## src/rtl/pipe_stage_skid_reg.sv

```systemverilog
// rtl/pipe_stage_skid_reg.sv - parametrised pipeline stage register with valid/ready, flush and skid buffer
//
// Carries a control bundle (zeroed whenever the stage holds a bubble) and a
// payload bundle (held across bubbles) between two pipeline stages.
// SKID=1 adds a second entry so that in_ready comes straight from a flop.
//
// Ports:
//   clk        clock, rising edge
//   clr        asynchronous active-high reset
//   flush      synchronous kill of every held entry (and of any same-cycle accept)
//   in_valid   upstream entry valid
//   in_ready   stage can accept this cycle
//   in_ctrl    upstream control bundle
//   in_data    upstream payload
//   out_valid  head entry presented downstream
//   out_ready  downstream accepts (0 = stall)
//   out_ctrl   control of head entry, 0 when out_valid=0
//   out_data   payload of head entry
//   stall_cnt  saturating count of cycles with out_valid=1 and out_ready=0

module pipe_stage_skid_reg #(
    parameter int CTRL_W = 9,
    parameter int DATA_W = 101,
    parameter int SKID   = 1,
    parameter int CNT_W  = 16
) (
    input  logic              clk,
    input  logic              clr,
    input  logic              flush,
    input  logic              in_valid,
    output logic              in_ready,
    input  logic [CTRL_W-1:0] in_ctrl,
    input  logic [DATA_W-1:0] in_data,
    output logic              out_valid,
    input  logic              out_ready,
    output logic [CTRL_W-1:0] out_ctrl,
    output logic [DATA_W-1:0] out_data,
    output logic [CNT_W-1:0]  stall_cnt
);

    typedef enum logic [1:0] {
        S_EMPTY = 2'd0,
        S_ONE   = 2'd1,
        S_TWO   = 2'd2
    } state_t;

    state_t            state;
    state_t            state_nxt;
    logic              acc;
    logic              take;
    logic              in_ready_q;
    logic              load_in_main;
    logic              load_skid_main;
    logic              load_skid;
    logic [CTRL_W-1:0] main_ctrl;
    logic [DATA_W-1:0] main_data;
    logic [CTRL_W-1:0] skid_ctrl;
    logic [DATA_W-1:0] skid_data;

    assign out_valid = (state != S_EMPTY);
    assign out_ctrl  = main_ctrl;
    assign out_data  = main_data;
    assign take      = out_valid & out_ready;
    assign acc       = in_valid & in_ready;

    // With the skid entry, in_ready is a flop (qualified only by the async
    // reset); without it, the single entry may be refilled in the same cycle
    // it drains, so ready must look at out_ready.
    generate
        if (SKID != 0) begin : g_skid_ready
            assign in_ready = in_ready_q & ~clr;
        end else begin : g_comb_ready
            assign in_ready = ~clr & (~out_valid | out_ready);
        end
    endgenerate

    always_comb begin
        state_nxt = state;
        if (flush) begin
            state_nxt = S_EMPTY;
        end else begin
            case (state)
                S_EMPTY: if (acc) state_nxt = S_ONE;
                S_ONE: begin
                    if (acc && !take)
                        state_nxt = (SKID != 0) ? S_TWO : S_ONE;
                    else if (!acc && take)
                        state_nxt = S_EMPTY;
                end
                S_TWO:   if (take) state_nxt = S_ONE;
                default: state_nxt = S_EMPTY;
            endcase
        end
    end

    // Main register is refilled from the input when it is (or becomes) free,
    // and from the skid entry when the head leaves while two are held.
    assign load_in_main   = !flush && acc && ((state == S_EMPTY) || ((state == S_ONE) && take));
    assign load_skid_main = !flush && (state == S_TWO) && take;
    assign load_skid      = !flush && acc && (state == S_ONE) && !take;

    always_ff @(posedge clk or posedge clr) begin
        if (clr) begin
            state      <= S_EMPTY;
            in_ready_q <= 1'b1;
            main_ctrl  <= '0;
            main_data  <= '0;
            skid_ctrl  <= '0;
            skid_data  <= '0;
            stall_cnt  <= '0;
        end else begin
            state      <= state_nxt;
            in_ready_q <= (state_nxt != S_TWO);

            // Bubble: control is cleared, payload keeps its last value.
            if (state_nxt == S_EMPTY)
                main_ctrl <= '0;
            else if (load_in_main)
                main_ctrl <= in_ctrl;
            else if (load_skid_main)
                main_ctrl <= skid_ctrl;

            if (load_in_main)
                main_data <= in_data;
            else if (load_skid_main)
                main_data <= skid_data;

            if (flush) begin
                skid_ctrl <= '0;
            end else if (load_skid) begin
                skid_ctrl <= in_ctrl;
                skid_data <= in_data;
            end

            if (out_valid && !out_ready && (stall_cnt != {CNT_W{1'b1}}))
                stall_cnt <= stall_cnt + CNT_W'(1);
        end
    end

endmodule

```

## config.mk

```make
export PLATFORM = sky130hd
export DESIGN_NAME = pipe_stage_skid_reg
export DESIGN_NICKNAME = d
export VERILOG_FILES = /design/src/rtl/pipe_stage_skid_reg.sv
export SDC_FILE = /design/constraint.sdc
export NUM_CORES = 1
export LEC_CHECK = 0
export CORE_AREA = 2 2 161 163
export DETAILED_ROUTE_END_ITERATION = 6
export DIE_AREA = 0 0 163 165
export PLACE_DENSITY = 0.77
export SYNTH_ARGS = -nofsm -noshare
export SYNTH_HDL_FRONTEND = slang
export SYNTH_SLANG_ARGS = --single-unit
```

## constraint.sdc

```tcl
create_clock -name clk -period 9.7 [get_ports clk]
set_clock_uncertainty 0.05 [all_clocks]
set_input_delay 2.91 -clock clk [delete_from_list [all_inputs] [get_ports clk]]
set_output_delay 2.91 -clock clk [all_outputs]
set_load 0.03 [all_outputs]
```

==> summary.txt <==
Drt
  – DR iter-0 viols: 822
  – Drt via density: 5.17
  – Average wire per standard cell: 16.0 µm
  – Antenna Nets Post-Route: 0
  – Vias: 8810
  – DRC Markers: 2
  – First-pass DRT Iterations: 7
  – DRT Wirelength: 27300 µm

Synthesis
  – Post-synth top flop: dfrtp_1
  – Synthesized area per cell: 8.89 µm²
  – Synth cell types: 40
  – Share of the synthesized area in the top cell type: 58.3%
  – Share of flip-flops with an asynchronous set or reset: 100%
  – Synthesized area: 10200 µm²
  – Syn Nets: 1266
  – Top cells by count, synth: nand2_1, dfrtp_1, nor2_1
  – Post-Synthesis Cells: 1150
  – Most frequent cell after synthesis: nand2_1
  – Synth top area cells: dfrtp_1, nand2_1, a31oi_1
  – Seq cells post-synth: 239
  – Post-synth top area cell: dfrtp_1
  – Number of synthesis warnings: 0
  – Post-synth EDFFs: 0
  – Sequential-to-total area share from yosys stat: 58.5%

Global routing
  – First-pass GRT wire length: 44000 µm
  – Total track usage: 20.1%
  – Largest net degree at the start of global routing: 104
  – Initial antenna violation count: 0
  – Grt ovf: 0
  – Vias in the first global route: 8754

Power
  – Power per cell area: 213 nW/µm²
  – LEAKAGE: 6.44 nW
  – Tot Pwr: 2.87 mW
  – Worst VDD drop: 0.146 mV
  – Internal Pwr Total: 2.00 mW
  – P_sw: 0.872 mW
  – Clock power frac: 33.3%
  – Seq pwr share: 43.9%
  – Sw Share: 30.3%
  – Combinational Power Share: 22.8%

Timing
  – Min Hold Slack: 424 ps
  – RSZ-0062 raised after global routing: no
  – Slew of the pin with the lowest slew margin: 1120 ps
  – Fmax: 137 MHz
  – Final setup TNS: 0 ps
  – Final worst path period share: 75.4%
  – Tmin final: 7310 ps
  – Fin. max-slew vios: 0
  – Slew margin rel.: 25.3%
  – Final Setup Violations: 0
  – Hold Vio Cnt, Final: 0
  – Final WS setup: 2390 ps

Floorplan
  – Initial core utilization: 40.8%
  – # IOs: 243
  – Die Area: 26900 µm²
  – Core Region: 25000 µm²
  – Die W: 163 µm
  – Die height: 165 µm
  – Rows: 58

Flow run
  – Max_cap viols: 0

Critical path
  – Crit path kind: in2out
  – Critical-path top delay cell: clkdlybuf4s50_1
  – Crit path max-delay family: buffers and inverters
  – CP Capture Type: output port
  – Max stage delay on crit path: 660 ps
  – Data required time of the critical path: 6740 ps
  – CP startpoint kind: input port
  – Worst-path cell chain: clkdlybuf4s50_1 > and2b_1 > clkdlybuf4s50_1
  – Critical-path maximum fanout: 3
  – CP bufs+invs: 2
  – Arrival @ worst endpoint: 4350 ps
  – CP dominant cell by count: clkdlybuf4s50_1

Place
  – HPWL after detailed placement: 16700 µm
  – Placer Congestion: 0.797
  – Setup WS pre-CTS: 2380 ps
  – Inst Count DP: 1657
  – Placed Area: 12700 µm²
  – # port buffers: 242

Hold path
  – Type of the most critical hold path: reg2reg

Clock network
  – Clock Path Buffers: 3
  – Max H-tree Level: 1
  – TritonCTS clock tree: done
  – Skew-Pair Late Insertion Delay: 520 ps
  – CTS Buf Count: 26
  – Setup bufs post-CTS: 0
  – CTS Root Cell: clkbuf_16
  – Clock Sinks: 239
  – Clock slew at reported path FFs: 60 ps
  – CTS Hold Bufs: 0
  – Post-CTS resize count: 0

Layout
  – Layout cells sized above 1: 4.95%
  – Layout Cells excl Fill: 1704
  – Area Growth Syn to Fin: 32.1%
  – Post-layout util: 53.9%
  – Fin area: 13500 µm²
  – NumNets Final: 1471
  – # diodes: 0

Status
  – Run status: complete, but fails checks
  – Failing checks: design-rule violations
-- cell usage in the layout (no fill, tap or decap), types with 2 or more instances in the layout --
master / count
nand2_1: 529
clkdlybuf4s50_1: 242
dfrtp_1: 238
nor2_1: 104
a31oi_1: 101
clkbuf_16: 27
nand3_1: 13
a21oi_1: 11
xor2_1: 11
nand3b_1: 10
buf_4: 10
a22oi_1: 9
clkinv_2: 8
clkbuf_8: 7
nor3_1: 6
nor4_1: 5
xnor2_1: 4
clkbuf_1: 4
or4_4: 3
nand4_1: 3
nand2b_1: 2
nor4_2: 2
and2b_1: 2
o21bai_1: 2
or3_1: 2
nand4_2: 2
nor4b_1: 2
-- metal layers --
metal | share of wire [%] | track usage [%]
met1 | 42 | 26.3
met2 | 49 | 33.7
met3 | 6.3 | 3.74
met4 | 2.7 | 6.60
met5 | 0 | 0
-- tightest hold or removal path, delay by kind of cell (launching register included) --
kind	cells	cell delay [ps]
flops	1	340
simple gates	2	100
-- logic make-up (layout without fill, tap and decap cells) --
| logic type | after synthesis | count (layout) | share of synthesized area, % |
|---|---|---|---|
| AND/OR/NAND/NOR | 693 | 693 | 27.5 |
| flip-flops | 239 | 239 | 58.5 |
| AO/OA/AOI/OAI | 124 | 124 | 7.62 |
| buffers and inverters | 77 | 301 | 4.83 |
| XOR/XNOR | 15 | 15 | 1.28 |
| adder cells (fa/ha/maj) | 1 | 1 | 0.122 |
| multiplexers | 1 | 1 | 0.110 |
-- path summary, 6_finish.rpt --
kind	start	to	slack, ps	cells after the start
min in group asynchronous	clr	out_ctrl[0]	2860	2
min reg2reg	skid_data[58]	skid_data[58]	420	2
max reg2reg	state[1]	out_data[20]	6870	6
min	skid_data[58]	skid_data[58]	420	2
max in group asynchronous	clr	out_data[36]	5270	3
max	clr	in_ready	2390	3
-- layout make-up --
class                      count  area [µm²]
sequential                   239        5980
fill                        2187       11500
clock buffer                  38         787
tap                          330         413
multi-input combinational    834        3760
inverter                       2        15.0
clock inverter                 9        48.8
timing repair buffer         252        2500
-- flip-flops by register name (all words and copies together) (netlist names) --
name / count
state: 2
skid_data: 101
in_ready_q: 1
out_data: 101
stall_cnt: 16
skid_ctrl: 9
out_ctrl: 9
-- power by group through the flow --
stage               clock (mW)  sequential, mW  combinational, mW
global route              1.03            1.28              0.705
floorplan                    0            1.44              0.185
detailed placement           0            1.28              0.658
global placement             0            1.27              0.642
finish                   0.956            1.26              0.655
CTS                      0.978            1.26              0.661
No activity file was read; power rests on OpenSTA's default activity.
